==> config.mk <==
export PLATFORM = sky130hd
export DESIGN_NAME = i2c_slave
export DESIGN_NICKNAME = d
export VERILOG_FILES = /design/src/rtl/i2c_slave.sv
export SDC_FILE = /design/constraint.sdc
export NUM_CORES = 1
export LEC_CHECK = 0
export BUFFER_PORTS_ARGS = -buffer_cell sky130_fd_sc_hd__clkbuf_2
export CAP_MARGIN = 30
export CELL_PAD_IN_SITES_DETAIL_PLACEMENT = 2
export CELL_PAD_IN_SITES_GLOBAL_PLACEMENT = 2
export CORE_MARGIN = 2
export CORE_UTILIZATION = 38
export CTS_BUF_LIST = sky130_fd_sc_hd__clkbuf_4 sky130_fd_sc_hd__clkbuf_8
export CTS_CLUSTER_DIAMETER = 200
export DETAILED_ROUTE_END_ITERATION = 7
export PLACE_DENSITY_LB_ADDON = 0.05
export SLEW_MARGIN = 20
export SYNTH_ARGS = -nofsm -noshare
export SYNTH_HDL_FRONTEND = slang
export SYNTH_SLANG_ARGS = --single-unit
==> constraint.sdc <==
create_clock -name clock -period 2.14 [get_ports clock]
set_input_delay 0.214 -clock clock [delete_from_list [all_inputs] [get_ports clock]]
set_output_delay 0.214 -clock clock [all_outputs]
set_load 0.005 [all_outputs]
==> src/rtl/i2c_slave.sv <==
// I2C target: START/STOP detection, 7-bit address match, byte-wide write/read client interface.
// Define I2C_SLV_STRETCH_EN to hold SCL low on reads until the client acknowledges rd_data.
module i2c_slave #(
   parameter logic [6:0]  SLV_ADDR  = 7'h50,
   parameter int unsigned SETUP_CYC = 4
) (
   input  logic       clock,
   input  logic       reset_n,
   input  logic       scl_i,
   input  logic       sda_i,
   output logic       scl_t,
   output logic       sda_t,
   output logic [7:0] wr_data,
   output logic       wr_valid,
   input  logic       wr_ready,
   output logic       rd_req,
   input  logic [7:0] rd_data,
   input  logic       rd_ack,
   output logic       busy,
   output logic [3:0] state
);

   typedef enum logic [2:0] {
      StIdle     = 3'd0,
      StAddr     = 3'd1,
      StAddrAck  = 3'd2,
      StWrite    = 3'd3,
      StWriteAck = 3'd4,
      StRead     = 3'd5,
      StRdMack   = 3'd6,
      StIgnore   = 3'd7
   } state_e;

   state_e     state_q, state_d;
   logic [2:0] scl_q, sda_q;  // [1:0] synchronizer, [2] history
   logic [2:0] cnt_q, cnt_d;
   logic [7:0] shreg_q, shreg_d, tx_q, tx_d, wr_data_q, wr_data_d;
   logic       byte_done_q, byte_done_d, ack_q, ack_d, sda_t_q, sda_t_d;
   logic       wr_valid_q, wr_valid_d, rd_req_q, rd_req_d, busy_q, busy_d;
   logic       scl_rise, scl_fall, start_det, stop_det, sda_s, load_rd;

   assign sda_s     = sda_q[1];
   assign scl_rise  = scl_q[1] & ~scl_q[2];
   assign scl_fall  = ~scl_q[1] & scl_q[2];
   assign start_det = scl_q[1] & scl_q[2] & sda_q[2] & ~sda_q[1];
   assign stop_det  = scl_q[1] & scl_q[2] & ~sda_q[2] & sda_q[1];

`ifdef I2C_SLV_STRETCH_EN
   logic       scl_t_q, scl_t_d, stretch_q, stretch_d, got_ack_q, got_ack_d, data_rdy;
   logic [7:0] setup_q, setup_d;
   assign data_rdy = got_ack_q | rd_ack;
   assign scl_t    = scl_t_q;
`else
   logic       unused_rd_ack;
   logic [7:0] unused_setup;
   assign unused_rd_ack = rd_ack;
   assign unused_setup  = SETUP_CYC[7:0];
   assign scl_t         = 1'b1;
`endif

   always_comb begin
      state_d     = state_q;
      cnt_d       = cnt_q;
      shreg_d     = shreg_q;
      tx_d        = tx_q;
      wr_data_d   = wr_data_q;
      byte_done_d = byte_done_q;
      ack_d       = ack_q;
      sda_t_d     = sda_t_q;
      busy_d      = busy_q;
      wr_valid_d  = 1'b0;
      rd_req_d    = 1'b0;
      load_rd     = 1'b0;
`ifdef I2C_SLV_STRETCH_EN
      scl_t_d     = scl_t_q;
      stretch_d   = stretch_q;
      setup_d     = setup_q;
      got_ack_d   = rd_ack | (got_ack_q & ~rd_req_q);
`endif
      if (stop_det || start_det) begin
         state_d     = stop_det ? StIdle : StAddr;
         busy_d      = ~stop_det;
         cnt_d       = 3'd0;
         byte_done_d = 1'b0;
         sda_t_d     = 1'b1;
`ifdef I2C_SLV_STRETCH_EN
         scl_t_d     = 1'b1;
         stretch_d   = 1'b0;
         setup_d     = 8'd0;
`endif
      end else begin
         case (state_q)
            StAddr, StWrite: begin
               if (scl_rise) begin
                  shreg_d     = {shreg_q[6:0], sda_s};
                  cnt_d       = cnt_q + 3'd1;
                  byte_done_d = (cnt_q == 3'd7);
                  if (cnt_q == 3'd7 && state_q == StWrite) begin
                     wr_data_d  = {shreg_q[6:0], sda_s};
                     wr_valid_d = 1'b1;
                  end
               end else if (scl_fall && byte_done_q) begin
                  byte_done_d = 1'b0;
                  if (state_q == StWrite) begin
                     ack_d   = wr_ready;
                     sda_t_d = ~wr_ready;
                     state_d = StWriteAck;
                  end else if (shreg_q[7:1] == SLV_ADDR) begin
                     sda_t_d = 1'b0;
                     state_d = StAddrAck;
                  end else begin
                     state_d = StIgnore;
                  end
               end
            end
            StAddrAck: begin
               if (scl_rise && shreg_q[0]) begin
                  rd_req_d = 1'b1;
               end else if (scl_fall) begin
                  cnt_d = 3'd0;
                  if (shreg_q[0]) begin
                     load_rd = 1'b1;
                  end else begin
                     sda_t_d = 1'b1;
                     state_d = StWrite;
                  end
               end
            end
            StWriteAck: begin
               if (scl_fall) begin
                  sda_t_d = 1'b1;
                  cnt_d   = 3'd0;
                  state_d = ack_q ? StWrite : StIgnore;
               end
            end
            StRead: begin
`ifdef I2C_SLV_STRETCH_EN
               if (stretch_q) begin
                  // SCL is held low here; data is set up before the line is released
                  if (setup_q == 8'd0) begin
                     if (data_rdy) begin
                        tx_d    = rd_data;
                        sda_t_d = rd_data[7];
                        setup_d = SETUP_CYC[7:0];
                     end
                  end else begin
                     setup_d = setup_q - 8'd1;
                     if (setup_q == 8'd1) begin
                        scl_t_d   = 1'b1;
                        stretch_d = 1'b0;
                     end
                  end
               end else
`endif
               if (scl_fall) begin
                  if (cnt_q == 3'd7) begin
                     sda_t_d = 1'b1;
                     cnt_d   = 3'd0;
                     state_d = StRdMack;
                  end else begin
                     sda_t_d = tx_q[6];
                     tx_d    = {tx_q[6:0], 1'b0};
                     cnt_d   = cnt_q + 3'd1;
                  end
               end
            end
            StRdMack: begin
               if (scl_rise) begin
                  if (sda_s) state_d = StIgnore;
                  else       rd_req_d = 1'b1;
               end else if (scl_fall) begin
                  cnt_d   = 3'd0;
                  load_rd = 1'b1;
               end
            end
            default: sda_t_d = 1'b1;
         endcase
      end

      if (load_rd) begin
         state_d = StRead;
`ifdef I2C_SLV_STRETCH_EN
         if (!data_rdy) begin
            stretch_d = 1'b1;
            scl_t_d   = 1'b0;
         end else
`endif
         begin
            tx_d    = rd_data;
            sda_t_d = rd_data[7];
         end
      end
   end

   always_ff @(posedge clock or negedge reset_n) begin
      if (!reset_n) begin
         state_q     <= StIdle;
         scl_q       <= 3'b111;
         sda_q       <= 3'b111;
         cnt_q       <= 3'd0;
         shreg_q     <= 8'd0;
         tx_q        <= 8'd0;
         wr_data_q   <= 8'd0;
         byte_done_q <= 1'b0;
         ack_q       <= 1'b0;
         sda_t_q     <= 1'b1;
         wr_valid_q  <= 1'b0;
         rd_req_q    <= 1'b0;
         busy_q      <= 1'b0;
`ifdef I2C_SLV_STRETCH_EN
         scl_t_q     <= 1'b1;
         stretch_q   <= 1'b0;
         got_ack_q   <= 1'b0;
         setup_q     <= 8'd0;
`endif
      end else begin
         state_q     <= state_d;
         scl_q       <= {scl_q[1:0], scl_i};
         sda_q       <= {sda_q[1:0], sda_i};
         cnt_q       <= cnt_d;
         shreg_q     <= shreg_d;
         tx_q        <= tx_d;
         wr_data_q   <= wr_data_d;
         byte_done_q <= byte_done_d;
         ack_q       <= ack_d;
         sda_t_q     <= sda_t_d;
         wr_valid_q  <= wr_valid_d;
         rd_req_q    <= rd_req_d;
         busy_q      <= busy_d;
`ifdef I2C_SLV_STRETCH_EN
         scl_t_q     <= scl_t_d;
         stretch_q   <= stretch_d;
         got_ack_q   <= got_ack_d;
         setup_q     <= setup_d;
`endif
      end
   end

   assign sda_t    = sda_t_q;
   assign wr_data  = wr_data_q;
   assign wr_valid = wr_valid_q;
   assign rd_req   = rd_req_q;
   assign busy     = busy_q;
   assign state    = {1'b0, state_q};

endmodule

==> qor.yml, run 1 <==
status: "finished, final reports clean"
grt_max_degree: 42
cts_buffers: 5
final_core_util_pct: 47.0
grt_pass1_wl_um: 8270
clkLatencyLatePin_ps: 290
postRouteWirelength_um: 4720
drive_above_1_share_pct: 36.6
yosysWarnings: 0
pre_cts_ws_ps: 70.1
clk_pin_slew_ps: 80
rsz0062_at_grt: "no"
clock.fmax_ghz: 0.493
diodes: 0
seq_area_frac_synth_pct: 52.1
ys_ff_latch: 41
setup_slack_ps: 110
synth_top_area_share_pct: 42.8
overflow: 0
viasPerCell: 5.19
synthTopCellsByArea: "dfrtp_1 (43%), dfstp_2 (9.3%), mux2_2 (9.1%), mux2i_1 (3.0%), o21ai_0 (3.0%)"
grt_pass1_vias: 1637
peakVddDrop_v: 0.000505
syn_inst: 174
hold-path-cell-count: 2
syn_area_sq_mm: 0.00199
cp_data_arrival_time_ps: 2220
drc: 0
period_needed_ps: 2030
finalHoldViolCount: 0
nets: 228
r2r_cells: 5
slew_viol_final: 0
tightestPinTransition_ps: 572
ys.flop_type: "dfrtp_1"
syn_to_final_growth_pct: 20.0
antenna_left: 0
startpoint_type: "flop"
synth.top_cells.by_count: "dfrtp_1 (34), mux2_2 (16), nand2_1 (12), o21ai_0 (12)"
setup_viol_count_final: 0
die_x_um: 76.3
row_count: 26
cp-end-kind: "flop"
cts_root_buffer: "clkbuf_8"
dieHeight_um: 76.3
whs_ps: 141
wire_per_inst_um: 16.7
pin_count: 31
yosysMostFrequentCell: "dfrtp_1"
die_area_sq_mm: 0.00582
dpl.hpwl_um: 3450
path_class: "flop to flop"
power.density_mw_per_mm2: 1080
post_synth.cell_area_avg_sq_um: 11.4
cts_setup_buffers: 0
relSlewSlack_pct: 61.6
place.gp.congestion: 0.914
worstPathMaxFanout: 7
grt_util_all_layers_pct: 18.1
ys_types: 49
cap_violations: 0
p_leak_nw: 1.10
power_mw: 2.57
synth_edf_count: 0
synth_nets: 190
antenna_found_initial: 0
drt_pre_antenna_iters: 4
cts_max_level: 2
synth_top_cell_by_area: "dfrtp_1"
cts_tree: "built"
vias: 1468
initialDrtViolationCount: 62
port_buffers: 27
cts.sinks: 41
required_ps: 2330
hold_path.class: "primary input to flop"
clock_skew_ps: 2.09
core-area_sq_mm: 0.00507
timing.final.crit_share_pct: 94.9
start_util_pct: 39.2
synthArstFlopShare_pct: 100
ctsLongestPathBuffers: 2
tns_ps: 0
## routing by layer
metal	routed length [um]	GRT usage [%]	up-vias
li1	-	-	693
met1	2160	24.3	744
met2	2370	29.4	26
met3	122	3.08	5
met4	72	6.91	0
met5	0	0	-
## what timing repair did
item	in CTS	in global routing
endpoints found under the setup margin	0	2
hold endpoints to repair	24	0
resized for setup	0	1
hold buffers	3	0
## worst max-delay path: stages (launching register included)
cell and delay (ps):
dfstp_2 600, xor2_1 260, nand3_2 180, a31o_1 240
or4_1 520, o21a_1 120
## final timing paths
| kind | startpoint | end | slack [ps] |
|---|---|---|---|
| worst max-delay path | sda_q[1] | state_q[2] | 110 |
| max in group asynchronous | reset_n | sda_t | 1240 |
| worst min-delay path | rd_data[0] | tx_q[0] | 140 |
| worst max register to register | sda_q[1] | state_q[2] | 110 |
| min in group asynchronous | reset_n | wr_valid | 520 |
| worst min register to register | scl_q[0] | scl_q[1] | 360 |
## metrics by stage
step,cells,area (sq um)
after floorplan,174,1990
after global placement,272,2230
after detailed placement,272,2230
after CTS,283,2380
after global routing,283,2380
final,283,2380
## layout make-up
class                   count  area (sq um)
fillers                   554          2690
flip-flops and latches     41          1030
multi-input cells         118           871
repair buffers             42           255
well taps                  70          87.6
clock buffers               6          82.6
clock inverters             2          37.5
inverters                   4          15.0
## placed cells by master (no fill, tap or decap), types with 2 or more instances in the layout
cell type | Yosys | routed
conb_1 | 2 | 2
clkbuf_8 | 0 | 6
buf_4 | 3 | 12
nand3_1 | 3 | 3
nor3_2 | 2 | 2
o21ai_0 | 12 | 12
nor3b_1 | 2 | 2
inv_1 | 4 | 4
nor2b_1 | 4 | 4
dfstp_2 | 7 | 7
mux2_2 | 16 | 16
a21oi_1 | 5 | 5
nand2_1 | 12 | 12
nor3_1 | 3 | 3
mux2_1 | 4 | 4
nor2_1 | 7 | 7
mux2i_1 | 6 | 6
nand2b_1 | 4 | 4
clkbuf_2 | 0 | 27
a32o_1 | 2 | 2
ha_1 | 2 | 2
or2_2 | 2 | 2
and3_1 | 2 | 2
dlygate4sd3_1 | 0 | 3
a21o_1 | 2 | 2
dfrtp_1 | 34 | 34
or2b_1 | 2 | 2
a311oi_1 | 3 | 2
## kinds of logic (layout without fill, tap and decap cells)
group | after synthesis | count (layout) | synth area share (%)
and+or+nand+nor | 51 | 51 | 14.9
xor gates and xnor gates | 1 | 1 | 0.441
adders and majority gates | 2 | 2 | 1.26
AOI/OAI and AO/OA | 36 | 36 | 12.2
muxes | 26 | 26 | 14.4
buffers and inverters | 15 | 54 | 4.41
other | 2 | 2 | 0.378
DFF | 41 | 41 | 52.1
## power breakdown
| part | switching, mW | internal (mW) |
|---|---|---|
| clock network | 0.274 | 0.379 |
| logic | 0.407 | 0.403 |
| registers | 0.174 | 0.930 |
## sequential cells by signal, summed over array words and instances (netlist names)
signal,flops
ack_q,1
busy,1
byte_done_q,1
cnt_q,3
rd_req,1
scl_q,3
sda_q,3
sda_t,1
shreg_q,8
state_q,3
tx_q,7
wr_data,8
wr_valid,1
Power figures use the tool's default switching activity.
==> inputs of run 2 (changes only) <==
ABC_AREA = 1   (was not set)
CORE_UTILIZATION = 34   (was 38)
==> qor.yml, run 2 <==
drc: 0  # unchanged
status: "finished, final reports clean"
required_ps: 2360  # +30 ps
antenna_left: 0  # unchanged
synth.top_cells.by_count: "nand2_1 (78), dfrtp_1 (34), inv_1 (26), nand3_1 (22), nor2_1 (21)"
rsz0062_at_grt: "no"
tightestPinTransition_ps: 537  # -35.1 ps
p_leak_nw: 1.20  # +9.1%
clk_pin_slew_ps: 90  # about the same
power.density_mw_per_mm2: 1240  # +15%
ys_ff_latch: 41  # unchanged
p_int_mw: 1.64  # -4.3%
cp_slowest_cell: "dfrtp_1"
nets: 303  # +33%
clock.fmax_ghz: 0.542  # +10%
final_cell_area_sq_mm: 0.00235  # -1.3%
p_switching_mw: 1.27  # +49%
synth_edf_count: 0  # unchanged
grt_pass1_wl_um: 8950  # +8.2%
fillers: 687  # +24%
antenna_found_initial: 0  # unchanged
die_area_sq_mm: 0.00659  # +13%
syn_inst: 252  # +45%
place.gp.congestion: 0.773  # -15%
postRouteWirelength_um: 5180  # +9.7%
syn_area_sq_mm: 0.00202  # +1.9%
seqPwrFrac_pct: 40.5  # -2.5 points
grt_util_all_layers_pct: 17.9  # -0.21 points
synth_top_cell_by_area: "dfrtp_1"
setup_viol_count_final: 0  # unchanged
dpl.hpwl_um: 4060  # +18%
cts_setup_buffers: 0  # unchanged
startpoint_type: "flop"
crit_top_cell: "ha_1"
combPwrFrac_pct: 41.3  # +9.7 points
pin_count: 31  # unchanged
p_clk_share_pct: 18.2  # -7.3 points
cap_violations: 0  # unchanged
cts.sinks: 41  # unchanged
drive_above_1_share_pct: 21.2  # -15 points
tns_ps: 0  # unchanged
slew_viol_final: 0  # unchanged
relSlewSlack_pct: 64.2  # +2.6 points
peakVddDrop_v: 0.000376  # -26%
cts_max_level: 2  # unchanged
placed_cells: 352  # +29%
r2r_cells: 7  # +2
worstPathCellList: "ha_1 > ha_1 > inv_1 > nand4_1 > a21oi_4 > nor2_1 > a31oi_1"
ys_types: 26  # -47%
hold-path-cell-count: 3  # +1
cp-end-kind: "flop"
synth_nets: 268  # +41%
overflow: 0  # unchanged
ys.flop_type: "dfrtp_1"
multi_input_area_sq_um: 823  # -5.5%
ctsLongestPathBuffers: 2  # unchanged
fin_cells: 363  # +28%
cts_root_buffer: "clkbuf_8"
yosysWarnings: 0  # unchanged
timing.final.crit_share_pct: 86.2  # -8.7 points
synth_top_area_share_pct: 42.0  # -0.79 points
post_synth.cell_area_avg_sq_um: 8.03  # -30%
period_needed_ps: 1840  # -186 ps
clock_skew_ps: 11.1  # +9.04 ps
pre_cts_ws_ps: 286  # +216 ps
yosysMostFrequentCell: "nand2_1"
vias: 1742  # +19%
place_area_sq_mm: 0.00223  # +0.28%
wire_per_inst_um: 14.3  # -14%
die_x_um: 81.2  # +6.4%
hold_path.class: "primary input to flop"
core-area_sq_mm: 0.00585  # +15%
final_common_cell: "nand2_1"
post_cts_resized: 0  # unchanged
syn_to_final_growth_pct: 16.3
finalHoldViolCount: 0  # unchanged
initialDrtViolationCount: 40  # -35%
diodes: 0  # unchanged
dieHeight_um: 81.2  # +6.4%
grt_pass1_vias: 1816  # +11%
seq_area_frac_synth_pct: 51.1  # -0.97 points
grt_max_degree: 22  # -48%
viasPerCell: 4.80  # -7.5%
clkLatencyLatePin_ps: 300  # about the same
synthArstFlopShare_pct: 100  # unchanged
cts_buffers: 5  # unchanged
cp_data_arrival_time_ps: 2060  # -160 ps
slowest_delay_ps: 410  # -190 ps
start_util_pct: 34.6  # -4.5 points
cts_tree: "built"
drt_pre_antenna_iters: 4  # unchanged
worstPathMaxFanout: 13  # +6
p_sw_share_pct: 43.7  # +10 points
port_buffers: 27  # unchanged
row_count: 28  # +7.7%
regArea_sq_mm: 0.00103  # unchanged
path_class: "flop to flop"
setup_slack_ps: 296  # +186 ps
mostFrequentLayoutCells: "nand2_1 (78), dfrtp_1 (34), clkbuf_2 (27)"
synthTopCellsByArea: "dfrtp_1 (42%), nand2_1 (14%), dfstp_2 (9.1%), nand3_1 (5.4%), inv_1 (4.8%)"
## run 2: cell count changes after synthesis, sizes merged, moves of 5 or more
cell    before  now
nor2         8   23
o21ai       12   24
inv          4   33
mux2        20    0
a31oi        1    6
nand2       12   83
nand3        4   23
nand2b       5    0
mux2i        6    0
## run 2: cell families (layout without fill, tap and decap cells)
family	count (synthesis)	in the layout	share of synthesized area (%)
simple gates	132	132	28.7
flops	41	41	51.1
buf+inv	38	74	8.22
compound gates	37	37	10.4
fa+ha+maj	2	2	1.24
other cells	2	2	0.371
## run 2: metrics by stage
stage / utilization, % / total power [mW] / hold slack (ps)
after global placement: 38.2 / 2.37 / 213
after detailed placement: 38.2 / 2.42 / 225
final: 40.2 / 2.91 / 121
after global routing: 40.2 / 3.22 / 136
after floorplan: - / 2.03 / -81.6
after CTS: 40.2 / 2.98 / 119
## run 2: routing by layer
metal / up-vias / track usage (%) / part of all wire, %
met5: - / 0 / 0
met2: 17 / 30.1 / 50
met1: 851 / 23.0 / 46
met4: 0 / 5.59 / 1.3
li1: 868 / - / -
met3: 6 / 3.78 / 2.3
## run 2: layout make-up
type | count | share of cell area, %
well taps | 75 | 3.99
repair buffers | 33 | 7.97
inverters | 33 | 5.26
clock buffers | 5 | 2.92
multi-input cells | 173 | 35.0
clock inverters | 3 | 0.904
flip-flops and latches | 41 | 44.0
## run 2: worst paths after layout
| check | slack [ps] | endpoint | startpoint |
|---|---|---|---|
| worst min register to register | 360 | scl_q[1] | scl_q[0] |
| min in group asynchronous | 420 | busy | reset_n |
| worst max-delay path | 300 | tx_q[5] | cnt_q[0] |
| worst min-delay path | 120 | tx_q[0] | rd_data[0] |
| max in group asynchronous | 1140 | ack_q | reset_n |
| worst max register to register | 300 | tx_q[5] | cnt_q[0] |
## run 2: critical path: cells and delay by family (launching register included)
family / cells / cell delay [ps]
compound gates: 2 / 540
fa+ha+maj: 2 / 390
buf+inv: 1 / 100
flops: 1 / 410
simple gates: 2 / 320
## run 2: power groups by stage
stage / Clock [mW] / Sequential (mW) / Combinational (mW)
final: 0.531 / 1.18 / 1.20
after global routing: 0.588 / 1.21 / 1.42
after CTS: 0.554 / 1.19 / 1.24
after detailed placement: 0 / 1.20 / 1.22
after global placement: 0 / 1.19 / 1.19
after floorplan: 0 / 1.14 / 0.892
## run 2: what timing repair did
| item | CTS | global route |
|---|---|---|
| setup endpoints to repair | 0 | 0 |
| hold endpoints to repair | 14 | 0 |
| hold buffers | 3 | 0 |
==> inputs of run 3 (changes only) <==
CORE_UTILIZATION = 31   (was 34)
clock period = 1.6 ns   (was 2.14 ns; I/O delays follow)
==> qor.yml, run 3 (same netlist as run 2, synthesis figures left out) <==
tns_ps: -255  # -255 ps
p_clk_share_pct: 17.2  # -1.0 points
grt_max_degree: 42  # +91%
pin_count: 31  # unchanged
port_buffers: 27  # unchanged
grt_util_all_layers_pct: 16.9  # -1.0 points
p_sw_share_pct: 42.7  # -0.98 points
postRouteWirelength_um: 5640  # +8.8%
startpoint_type: "flop"
cts_root_buffer: "clkbuf_8"
cp-end-kind: "flop"
combPwrFrac_pct: 45.6  # +4.3 points
grt_pass1_vias: 1995  # +9.9%
power.density_mw_per_mm2: 1660  # +34%
dpl.hpwl_um: 4130  # +1.8%
fin_cells: 379  # +4.4%
placed_cells: 364  # +3.4%
rsz0062_at_grt: "yes"
worstPathCellList: "ha_4 > ha_4 > inv_2 > nand4_1 > a21oi_4 > buf_12 > nor2_1 > a31oi_1"
path_class: "flop to flop"
cts_max_level: 2  # unchanged
worstPathMaxFanout: 13  # unchanged
place_area_sq_mm: 0.00234  # +4.6%
vias: 1814  # +4.1%
setup_viol_count_final: 8  # +8
finalHoldViolCount: 0  # unchanged
ctsLongestPathBuffers: 2  # unchanged
cts_tree: "built"
relSlewSlack_pct: 62.9  # -1.3 points
initialDrtViolationCount: 51  # +28%
cts.sinks: 41  # unchanged
slew_viol_final: 0  # unchanged
wire_per_inst_um: 14.9  # +4.2%
dieHeight_um: 84.8  # +4.5%
grt_pass1_wl_um: 9680  # +8.2%
overflow: 0  # unchanged
viasPerCell: 4.79  # -0.26%
row_count: 29  # +3.6%
final_core_util_pct: 40.6  # +0.33 points
die_x_um: 84.8  # +4.5%
p_int_mw: 2.44  # +49%
cp_top_family: "flip-flops"
pre_cts_ws_ps: -73.9  # -360 ps
setup_slack_ps: -44.3  # -340 ps
final_common_cell: "nand2_1"
hold_path.class: "primary input to flop"
period_needed_ps: 1640  # -200 ps
final_cell_area_sq_mm: 0.00257  # +9.4%
core-area_sq_mm: 0.00635  # +8.5%
place.gp.congestion: 0.834  # +7.8%
mostFrequentLayoutCells: "nand2_1 (72), dfrtp_1 (33), clkbuf_2 (27)"
tightestPinTransition_ps: 556  # +19.2 ps
p_leak_nw: 1.27  # +6.2%
seqPwrFrac_pct: 37.2  # -3.3 points
cap_violations: 0  # unchanged
status: "complete, but fails checks"
cp_data_arrival_time_ps: 1860  # -200 ps
cp_slowest_cell: "dfrtp_1"
start_util_pct: 31.9  # -2.7 points
violations: "setup timing"
power_mw: 4.27  # +47%
drive_above_1_share_pct: 31.1  # +9.9 points
required_ps: 1810  # -550 ps
syn_to_final_growth_pct: 27.2
drc: 0  # unchanged
cts_buffers: 5  # unchanged
clock_skew_ps: 9.76  # -1.36 ps
nets: 317  # +4.6%
peakVddDrop_v: 0.000671  # +78%
clock.fmax_ghz: 0.608  # +12%
slowest_delay_ps: 420  # about the same
p_switching_mw: 1.82  # +43%
clkLatencyLatePin_ps: 300  # about the same
clk_pin_slew_ps: 80  # about the same
diodes: 0  # unchanged
antenna_found_initial: 0  # unchanged
drt_pre_antenna_iters: 4  # unchanged
crit_top_cell: "ha_4"
die_area_sq_mm: 0.00719  # +9.2%
antenna_left: 0  # unchanged
timing.final.crit_share_pct: 103  # +17 points
whs_ps: 77.0  # -44.4 ps
path_buf_inv: 2  # +1
[run 3: changes by cell type in the layout (fill, tap and decap cells not counted), sizes merged]
cell,before,now
clkinv,1,2
buf,3,17
clkbuf,32,33
inv,34,32
[run 3: what timing repair did]
action	in CTS	in global routing
buffers inserted	0	4
setup endpoints to repair	14	23
endpoints found under the hold margin	36	0
pin swaps	5	13
gates resized for setup	6	26
hold buffers	3	0
[run 3: routing by layer]
layer  GRT usage (%)  wire (um)  up-vias
li1                -          -      888
met1            21.8       2540      893
met2            28.9       2860       25
met3            3.11        163        8
met4            4.91         80        0
met5               0          0        -
[run 3: cell type report]
type / count / area (sq um)
fill: 737 / 3770
sequential: 41 / 1040
multi-input combinational: 173 / 892
timing repair buffer: 47 / 322
inverter: 33 / 133
tap: 77 / 96.3
clock buffer: 6 / 82.6
clock inverter: 2 / 13.8
[run 3: path summary, 6_finish.rpt]
path	from	to	slack, ps	cells after the start
worst max-delay path	cnt_q[1]	tx_q[3]	-40	8
worst min-delay path	rd_data[0]	tx_q[0]	80	3
worst max register to register	cnt_q[1]	tx_q[3]	-40	8
worst min register to register	scl_q[0]	scl_q[1]	360	0
max in group asynchronous	reset_n	state_q[0]	730	3
min in group asynchronous	reset_n	shreg_q[0]	460	3
[run 3: worst register-to-register path, cell delays in order, from the launching register on]
cell and delay, ps:
dfrtp_1 420, ha_4 180, ha_4 150, inv_2 50, nand4_1 210, a21oi_4 230, buf_12 150, nor2_1 40
a31oi_1 140
[run 3: power groups by stage]
stage	logic [mW]	clock network [mW]	registers, mW
finish	1.95	0.736	1.59
global route	2.28	0.806	1.63
CTS	1.85	0.765	1.56
detailed placement	1.79	0	1.58
global placement	1.75	0	1.57
floorplan	1.19	0	1.53
